## src/rtl/riscv_base_defines.sv

```systemverilog
// rtl/riscv_base_defines.sv - shared M-extension constants, requester ids and tag type
package riscv_base_defines;

  localparam logic [31:0] INST_MUL         = 32'h02000033;
  localparam logic [31:0] INST_MUL_MASK    = 32'hfe00707f;
  localparam logic [31:0] INST_MULH        = 32'h02001033;
  localparam logic [31:0] INST_MULH_MASK   = 32'hfe00707f;
  localparam logic [31:0] INST_MULHSU      = 32'h02002033;
  localparam logic [31:0] INST_MULHSU_MASK = 32'hfe00707f;
  localparam logic [31:0] INST_MULHU       = 32'h02003033;
  localparam logic [31:0] INST_MULHU_MASK  = 32'hfe00707f;

  localparam int MUL_LATENCY_DEFAULT = 2;

  localparam logic REQ_ID_INT  = 1'b0;
  localparam logic REQ_ID_LANE = 1'b1;

  typedef struct packed {
    logic       valid;
    logic       id;
    logic [4:0] rd;
    logic       err;
  } mul_tag_t;

  function automatic logic is_mul_op(input logic [31:0] op);
    return ((op & INST_MUL_MASK) == INST_MUL) ||
           ((op & INST_MULH_MASK) == INST_MULH) ||
           ((op & INST_MULHSU_MASK) == INST_MULHSU) ||
           ((op & INST_MULHU_MASK) == INST_MULHU);
  endfunction

endpackage

```

## src/rtl/riscv_base_mul_rr_arbiter.sv

```systemverilog
// rtl/riscv_base_mul_rr_arbiter.sv - two-way round-robin arbiter with last-grant register
module riscv_base_mul_rr_arbiter (
  input  logic       clk_i,
  input  logic       rst_i,
  input  logic [1:0] req_i,
  input  logic       accept_i,
  output logic [1:0] grant_o
);

  // 1 means requester 1 won the most recent accepted handshake
  logic last_q;

  // On a tie, favour the requester that did not win last time
  always_comb begin
    grant_o = 2'b00;
    if (req_i[0] && (!req_i[1] || last_q)) begin
      grant_o = 2'b01;
    end else if (req_i[1]) begin
      grant_o = 2'b10;
    end
  end

  // Pointer moves only when a grant is actually taken
  always_ff @(posedge clk_i or negedge rst_i) begin
    if (!rst_i) begin
      last_q <= 1'b1;
    end else if (accept_i) begin
      last_q <= grant_o[1];
    end
  end

endmodule

```

## src/rtl/riscv_base_mul_issue_ctrl.sv

```systemverilog
// rtl/riscv_base_mul_issue_ctrl.sv - two-requester issue controller for the shared multiplier
module riscv_base_mul_issue_ctrl
  import riscv_base_defines::*;
#(
  parameter int MUL_LATENCY = MUL_LATENCY_DEFAULT,
  parameter int ID_W        = 1
) (
  input  logic            clk_i,
  input  logic            rst_i,
  input  logic            req0_valid_i,
  output logic            req0_ready_o,
  input  logic [31:0]     req0_opcode_i,
  input  logic [4:0]      req0_rd_idx_i,
  input  logic [31:0]     req0_ra_operand_i,
  input  logic [31:0]     req0_rb_operand_i,
  input  logic            req1_valid_i,
  output logic            req1_ready_o,
  input  logic [31:0]     req1_opcode_i,
  input  logic [4:0]      req1_rd_idx_i,
  input  logic [31:0]     req1_ra_operand_i,
  input  logic [31:0]     req1_rb_operand_i,
  input  logic            hold_i,
  input  logic            flush_i,
  output logic            mul_valid_o,
  output logic [31:0]     mul_opcode_o,
  output logic [4:0]      mul_rd_idx_o,
  output logic [31:0]     mul_ra_operand_o,
  output logic [31:0]     mul_rb_operand_o,
  output logic            mul_hold_o,
  input  logic [31:0]     mul_result_i,
  output logic            wb_valid_o,
  output logic [ID_W-1:0] wb_id_o,
  output logic [4:0]      wb_rd_idx_o,
  output logic [31:0]     wb_value_o,
  output logic            wb_err_o,
  output logic            busy_o
);

  logic [1:0]  grant;
  logic        accept;
  logic        sel_id;
  logic [31:0] sel_opcode;
  logic [4:0]  sel_rd;
  logic [31:0] sel_ra;
  logic [31:0] sel_rb;

  logic        iss_valid;
  logic        iss_id;
  logic        iss_err;
  logic [31:0] iss_opcode;
  logic [4:0]  iss_rd;
  logic [31:0] iss_ra;
  logic [31:0] iss_rb;

  // tags[k] follows the multiplier stage k edges after it sampled the op;
  // wb_q lines up with the cycle in which mul_result_i holds that op's value
  mul_tag_t tags [MUL_LATENCY];
  mul_tag_t wb_q;

  riscv_base_mul_rr_arbiter u_arb (
    .clk_i    (clk_i),
    .rst_i    (rst_i),
    .req_i    ({req1_valid_i, req0_valid_i}),
    .accept_i (accept),
    .grant_o  (grant)
  );

  assign req0_ready_o = grant[0] & ~hold_i & ~flush_i & rst_i;
  assign req1_ready_o = grant[1] & ~hold_i & ~flush_i & rst_i;
  assign accept       = (req0_ready_o & req0_valid_i) | (req1_ready_o & req1_valid_i);

  // Steer the granted requester's fields toward the issue register
  always_comb begin
    sel_id     = grant[1] ? REQ_ID_LANE : REQ_ID_INT;
    sel_opcode = grant[1] ? req1_opcode_i     : req0_opcode_i;
    sel_rd     = grant[1] ? req1_rd_idx_i     : req0_rd_idx_i;
    sel_ra     = grant[1] ? req1_ra_operand_i : req0_ra_operand_i;
    sel_rb     = grant[1] ? req1_rb_operand_i : req0_rb_operand_i;
  end

  // Issue register: loads on handshake, empties after one unstalled edge
  always_ff @(posedge clk_i or negedge rst_i) begin
    if (!rst_i) begin
      iss_valid  <= 1'b0;
      iss_id     <= 1'b0;
      iss_err    <= 1'b0;
      iss_opcode <= '0;
      iss_rd     <= '0;
      iss_ra     <= '0;
      iss_rb     <= '0;
    end else if (flush_i) begin
      iss_valid <= 1'b0;
    end else if (!hold_i) begin
      iss_valid <= accept;
      if (accept) begin
        iss_id     <= sel_id;
        iss_err    <= ~is_mul_op(sel_opcode);
        iss_opcode <= sel_opcode;
        iss_rd     <= sel_rd;
        iss_ra     <= sel_ra;
        iss_rb     <= sel_rb;
      end
    end
  end

  // Tag pipe shadows the multiplier; flush drops valids, hold freezes everything
  always_ff @(posedge clk_i or negedge rst_i) begin
    if (!rst_i) begin
      for (int k = 0; k < MUL_LATENCY; k++) begin
        tags[k] <= '0;
      end
      wb_q <= '0;
    end else if (flush_i) begin
      for (int k = 0; k < MUL_LATENCY; k++) begin
        tags[k].valid <= 1'b0;
      end
      wb_q.valid <= 1'b0;
    end else if (!hold_i) begin
      tags[0] <= '{iss_valid, iss_id, iss_rd, iss_err};
      for (int k = 1; k < MUL_LATENCY; k++) begin
        tags[k] <= tags[k-1];
      end
      wb_q <= tags[MUL_LATENCY-1];
    end
  end

  // Anything still owed a writeback keeps the block busy
  always_comb begin
    busy_o = iss_valid | wb_q.valid;
    for (int k = 0; k < MUL_LATENCY; k++) begin
      busy_o = busy_o | tags[k].valid;
    end
  end

  assign mul_valid_o      = iss_valid & ~iss_err;
  assign mul_opcode_o     = iss_opcode;
  assign mul_rd_idx_o     = iss_rd;
  assign mul_ra_operand_o = iss_ra;
  assign mul_rb_operand_o = iss_rb;
  assign mul_hold_o       = hold_i & rst_i;

  // During hold the multiplier output is frozen too, so value/err stay put
  assign wb_valid_o  = wb_q.valid & ~hold_i;
  assign wb_id_o     = ID_W'(wb_q.id);
  assign wb_rd_idx_o = wb_q.rd;
  assign wb_err_o    = wb_q.valid & wb_q.err;
  assign wb_value_o  = (wb_q.valid & ~wb_q.err) ? mul_result_i : 32'h0;

endmodule

```

## config.mk

```make
export PLATFORM = sky130hd
export DESIGN_NAME = riscv_base_mul_issue_ctrl
export DESIGN_NICKNAME = d
export VERILOG_FILES = /design/src/rtl/riscv_base_defines.sv /design/src/rtl/riscv_base_mul_rr_arbiter.sv /design/src/rtl/riscv_base_mul_issue_ctrl.sv
export SDC_FILE = /design/constraint.sdc
export NUM_CORES = 1
export LEC_CHECK = 0
export CAP_MARGIN = 30
export CORE_AREA = 4 4 147 149
export CTS_CLUSTER_SIZE = 10
export DETAILED_ROUTE_END_ITERATION = 7
export DIE_AREA = 0 0 151 153
export PLACE_DENSITY = 0.78
export SYNTH_ARGS = -nofsm -noshare
export SYNTH_HDL_FRONTEND = slang
export SYNTH_SLANG_ARGS = --single-unit
export TNS_END_PERCENT = 5
```

## constraint.sdc

```tcl
create_clock -name clk_i -period 1.8 [get_ports clk_i]
set_input_delay 0.45 -clock clk_i [delete_from_list [all_inputs] [get_ports clk_i]]
set_output_delay 0.45 -clock clk_i [all_outputs]
set_load 0.1 [all_outputs]
```

==> results of run 1 <==
layer usage:
layer	global-route usage	vias up	wire length, µm
li1	-	2815	-
met1	0.191	2726	7620
met2	0.346	224	12200
met3	0.0551	19	1750
met4	0.0445	0	323
met5	0	-	0
registers in the layout (all words and copies together), names as in the netlist:
signal	flops
mul_opcode_o	32
mul_rb_operand_o	32
mul_rd_idx_o	5
wb_q	2
wb_rd_idx_o	5
wb_id_o	1
u_arb.last_q	1
iss_id	1
iss_err	1
mul_ra_operand_o	32
iss_valid	1
tags	16
final cells by class:
type | instances | area, µm²
clock buffer | 19 | 433
clock inverter | 13 | 150
fill | 1502 | 7020
inverter | 1 | 3.75
multi-input combinational | 397 | 2970
sequential | 129 | 3230
tap | 270 | 338
timing repair buffer | 453 | 6030
power breakdown:
group / leakage (nW) / switching (mW) / total, mW / internal, mW
combinational: 3.83 / 5.45 / 8.84 / 3.39
clock: 0.279 / 1.35 / 3.42 / 2.07
sequential: 1.43 / 0.707 / 4.28 / 3.58
metrics by stage:
stage	cell area [µm²]	hold slack (ns)	util	std cells	setup WS (ns)
final	13200	0.152	0.652	1282	-0.180
after global routing	13200	0.215	0.652	1282	-0.262
after global placement	12400	0.482	0.617	1243	-0.494
after floorplan	6420	0.154	-	572	-0.355
after detailed placement	12400	0.489	0.617	1243	-0.548
after CTS	13100	0.190	0.650	1281	-0.199
logic make-up after synthesis:
kind of cell	count (synthesis)	synth area share
simple gates	163	0.119
flops	129	0.504
mux	124	0.198
compound gates	110	0.129
buf+inv	46	0.0505
repair_timing:
action | CTS | global route
endpoints found under the setup margin | 38 | 37
cloned | 0 | 0
setup buffers | 6 | 1
gates resized for setup | 20 | 7
pin swaps | 8 | 9
critical path, stage by stage (launching register included):
cell	delay (ns)
dfrtp_1	0.42
nor2b_4	0.14
buf_12	0.17
and2_1	0.20
buf_12	0.19
cells in the final DEF, fill, tap and decap left out, types with 3 or more instances in the layout:
| master | n |
|---|---|
| clkinv_4 | 3 |
| inv_6 | 5 |
| dfrtp_1 | 128 |
| and2_4 | 14 |
| mux2i_1 | 103 |
| a21oi_2 | 69 |
| clkbuf_16 | 17 |
| and2_1 | 21 |
| clkdlybuf4s50_1 | 234 |
| nor2_1 | 109 |
| buf_4 | 51 |
| dlygate4sd2_1 | 4 |
| buf_12 | 163 |
| mux2_2 | 21 |
| a21oi_1 | 34 |
path summary, 6_finish.rpt:
path	from	endpoint	slack (ns)
worst max-delay path	wb_q[0]$_DFFE_PN0P_	wb_value_o[6]	-0.18
worst max register to register	u_arb.last_q$_DFFE_PN1N_	iss_err$_DFFE_PN0P_	0.12
worst min-delay path	rst_i	mul_rd_idx_o[1]$_DFFE_PN0P_	0.15
worst min register to register	tags[6]$_DFFE_PN0P_	wb_id_o$_DFFE_PN0P_	0.50
min in group clk_i	tags[6]$_DFFE_PN0P_	wb_id_o$_DFFE_PN0P_	0.50
max in group asynchronous	rst_i	mul_rb_operand_o[9]$_DFFE_PN0P_	1.10
==> key figures, run 1 <==
Yosys
  • Asr flop ratio synth: 1.00
  • Number of synthesized flops with an enable pin: 0
  • Ys flop type: dfrtp_1
  • Yosys warning total: 0
  • Synthesized area: 6410 µm²
  • Sequential area share after synthesis: 0.504
  • Synth area leader: dfrtp_1
  • Avg Cell Area, Syn: 11.2 µm²
  • Post-synth top cells: 128 x dfrtp_1, 109 x nor2_1, 103 x mux2i_1, 69 x a21oi_2, 35 x and2_1
  • Cell variety after synth: 29
  • Synth Net Count: 812
  • Cells after synthesis: 572
  • #FFs+latches synth: 129
  • Post-synth top area share: 0.500
  • Top-count cell post-synth: dfrtp_1
  • Area contributors post-synth: dfrtp_1 50%, mux2i_1 16%, a21oi_2 9.4%

Flow run
  • Max-cap violations: 0

Detailed routing
  • DRC viols: 0
  • Final WL: 21900 µm
  • Via count: 5784
  • DRT Pass-1 Iters: 4
  • Number of DRC markers in iteration 0: 163
  • Post-DR wirelength/cell: 17.1 µm
  • Routed Antenna Nets: 0
  • Via density: 4.51

Critical path
  • Arr. time, crit path: 1.53 ns
  • Worst R2R Path Depth: 6
  • CP endpoint kind: output port
  • Req. time, crit path: 1.35 ns
  • CP Max Fanout: 32
  • Critical path class: reg2out
  • Startpoint Class: flop

Placed design
  • RD Place Congestion: 0.785
  • Post-DP HPWL: 17900 µm
  • Port Buffers: 385

Clocking
  • CTS hold repair buffers: 0
  • Sink Count: 129
  • Root Buffer: clkbuf_16
  • Number of buffers created by CTS: 17
  • CTS tree: built
  • Htree depth: 4
  • Max clock buf depth: 2
  • Clk pin slew, worst setup/hold paths: 0.06 ns
  • Clock latency on the worst-skew pair: 0.40 ns

Cells and area
  • Share of cells above drive strength 1: 0.359
  • Nets: 1239
  • Area Overhead vs Synth: 105%
  • Diode count: 0

Power and ir drop
  • Cell Pwr Density: 1260 nW/µm²
  • Worst VDD drop: 0.000664 V
  • Total power: 16.5 mW
  • Leak: 5.54 nW

Timing
  • Final Hold Viols: 0
  • Setup violators final: 36
  • Setup WS post-layout: -0.180 ns
  • Final Slew Violations: 0
  • Worst Tran Pin Value: 0.699 ns
  • Max Clk Rate: 505 MHz
  • Final period utilization: 1.10
  • RSZ-0062 raised after global routing: true
  • Total Neg Setup Slack: -5.16 ns
  • Slew headroom: 0.534
  • Clock skew: 0.0112 ns
  • Fin crit period: 1.98 ns

Global routing
  • Vias in the first global route: 6029
  • Global-route wire length before repair: 32500 µm
  • All-layer global routing usage: 0.181
  • Pin count of the biggest net entering global routing: 130
  • Global route overflow: 0
  • Initial antenna violation count: 0

Floorplan
  • Top Ports: 386
  • Initial core utilization: 0.318
  • Die Span Y: 153 µm
  • Core region area: 20200 µm²
  • Rows: 52
  • Die Width: 151 µm
  • Die ar.: 23100 µm²

Run status
  • Failing checks: setup timing
  • Status: finished, violations left

Min path
  • HP Class: in2async
Power figures use the tool's default switching activity.
==> inputs of run 2 (changes only) <==
- GPL_ROUTABILITY_DRIVEN: not set -> 0
==> results of run 2 <==
No change in the layout: final DEF, timing and power equal those of run 1.
==> inputs of run 3 (changes only) <==
- CTS_BUF_LIST: not set -> sky130_fd_sc_hd__clkbuf_16
==> run 3 against run 2 <==
  * The run still ends with setup timing left
  * First-iteration DRC count is the same
  * Count of clock-buffer cells in the layout fell by 2
  * Setup slack about the same
  * Non-clock buffer count unchanged
  * Critical endpoint unchanged
==> key figures, run 3 (synthesized netlist as in run 1, its figures left out) <==
Cells and area
  • Diode count: 0 (unchanged)
  • Commonest non-fill, non-tap cells in the layout: 234 x clkdlybuf4s50_1, 163 x buf_12, 128 x dfrtp_1
  • Area Overhead vs Synth: 105% (unchanged)
  • Finished Core Util: 0.652 (unchanged)
  • Nets: 1239 (unchanged)
  • Footprint of the multi-input gates: 2970 µm² (unchanged)
  • Fill count: 1502 (unchanged)
  • Share of cells above drive strength 1: 0.359 (unchanged)
  • Sequential Area: 3230 µm² (unchanged)
  • Leading cell type in the layout, fill and taps excluded: clkdlybuf4s50_1

Critical path
  • Worst R2R Path Depth: 6 (unchanged)
  • Worst R2R Start: u_arb.last_q$_DFFE_PN1N_
  • Startpoint Class: flop
  • CP Max Fanout: 32 (unchanged)
  • CP endpoint kind: output port
  • Critical path class: reg2out
  • Req. time, crit path: 1.35 ns (about the same)
  • Critical Path Start: wb_q[0]$_DFFE_PN0P_
  • Arr. time, crit path: 1.53 ns (about the same)

Detailed routing
  • DRT Pass-1 Iters: 6 (+2)
  • Metal1 wirelength: 7610 µm (about the same)
  • Post-DR wirelength/cell: 17.1 µm (about the same)
  • Routed Antenna Nets: 0 (unchanged)
  • Final WL: 21900 µm (about the same)
  • Metal2 WL: 12200 µm (about the same)
  • Number of DRC markers in iteration 0: 163 (unchanged)
  • Metal3 WL: 1760 µm (+0.17%)
  • Top Layer Used: met4
  • Via density: 4.52 (+0.17%)
  • Via count: 5794 (+0.17%)
  • DRC viols: 0 (unchanged)

Power and ir drop
  • Cell Pwr Density: 1260 nW/µm² (about the same)
  • Leak: 5.54 nW (+0.15%)
  • Worst VDD drop: 0.000664 V (unchanged)

Run status
  • Failing checks: setup timing
  • Status: finished, violations left

Clocking
  • Number of buffers created by CTS: 17 (unchanged)
  • Clk pin slew, worst setup/hold paths: 0.06 ns (about the same)
  • Sink Count: 129 (unchanged)
  • CTS tree: built
  • Clock latency on the worst-skew pair: 0.40 ns (about the same)
  • Max clock buf depth: 2 (unchanged)
  • Htree depth: 4 (unchanged)
  • Root Buffer: clkbuf_16

Timing
  • Clock skew: 0.0114 ns (+0.000182 ns)
  • Worst Tran Pin Value: 0.700 ns (+0.0000438 ns)
  • Max Clk Rate: 505 MHz (about the same)
  • RSZ-0062 raised after global routing: true
  • Setup WS post-layout: -0.181 ns (-0.000462 ns)
  • Slew headroom: 0.534 (about the same)
  • Fin crit period: 1.98 ns (+0.000462 ns)
  • Final Hold Viols: 0 (unchanged)
  • Final Slew Violations: 0 (unchanged)
  • Setup violators final: 36 (unchanged)
  • Final period utilization: 1.10 (about the same)

Global routing
  • Pin count of the biggest net entering global routing: 130 (unchanged)
  • Global route overflow: 0 (unchanged)
  • Global-route wire length before repair: 32500 µm (unchanged)
  • Vias in the first global route: 6029 (unchanged)
  • Initial antenna violation count: 0 (unchanged)
  • All-layer global routing usage: 0.181 (unchanged)

Floorplan
  • Top Ports: 386 (unchanged)
  • Die Width: 151 µm (unchanged)
  • Core region area: 20200 µm² (unchanged)
  • Die Span Y: 153 µm (unchanged)
  • Rows: 52 (unchanged)
  • Initial core utilization: 0.318 (unchanged)
  • Die ar.: 23100 µm² (unchanged)

Placed design
  • Post-DP HPWL: 17900 µm (unchanged)
  • Port Buffers: 385 (unchanged)
  • Pre-CTS setup slack: -0.548 ns (unchanged)

Flow run
  • Max-cap violations: 0 (unchanged)

Min path
  • HP Class: in2async
run 3: final cells by class:
class,instances,share of cell area
well taps,270,0.0257
flip-flops and latches,129,0.246
repair buffers,453,0.459
clock buffers,17,0.0323
multi-input cells,397,0.225
inverters,1,0.000285
clock inverters,15,0.0120
run 3: worst paths after layout:
path | end | slack, ns
setup / recovery | wb_value_o[6] | -0.18
hold / removal | wb_q[7]$_DFFE_PN0P_ | 0.15
setup reg to reg | iss_err$_DFFE_PN0P_ | 0.12
hold reg to reg | wb_id_o$_DFFE_PN0P_ | 0.50
max in group asynchronous | mul_rb_operand_o[9]$_DFFE_PN0P_ | 1.10
min in group clk_i | wb_id_o$_DFFE_PN0P_ | 0.50
run 3: critical path, cell delays in order (launching register included):
cell     delay [ns]
dfrtp_1        0.43
nor2b_4        0.14
buf_12         0.17
and2_1         0.20
buf_12         0.19
run 3: stage by stage:
stage          hold slack, ns  setup TNS (ns)  cells  power (mW)  cell area (µm²)
2_1_floorplan           0.154           -7.37    572        9.34             6420
3_3_place_gp            0.482          -32.69   1243        13.1            12400
3_5_place_dp            0.489          -35.43   1243        13.2            12400
4_1_cts                 0.190           -6.24   1281        16.7            13100
5_1_grt                 0.215           -8.00   1282        17.1            13200
6_report                0.152           -5.18   1282        16.5            13200
run 3: report_power, final:
part | leakage [nW] | switching (mW) | total (mW) | internal (mW)
clock network | 0.288 | 1.35 | 3.40 | 2.06
registers | 1.43 | 0.706 | 4.28 | 3.58
logic | 3.83 | 5.45 | 8.84 | 3.39
total | 5.54 | 7.50 | 16.5 | 9.02
run 3: routing by layer:
metal,vias to the layer above,GRT usage
met5,-,0
met4,0,0.0445
met3,19,0.0551
met2,228,0.346
met1,2730,0.191
li1,2817,-
run 3: what timing repair did:
item | CTS | global route
resized for setup | 20 | 7
buffers inserted | 6 | 1
setup endpoints to repair | 38 | 37
hold buffers | 0 | 0
pin swaps | 8 | 9
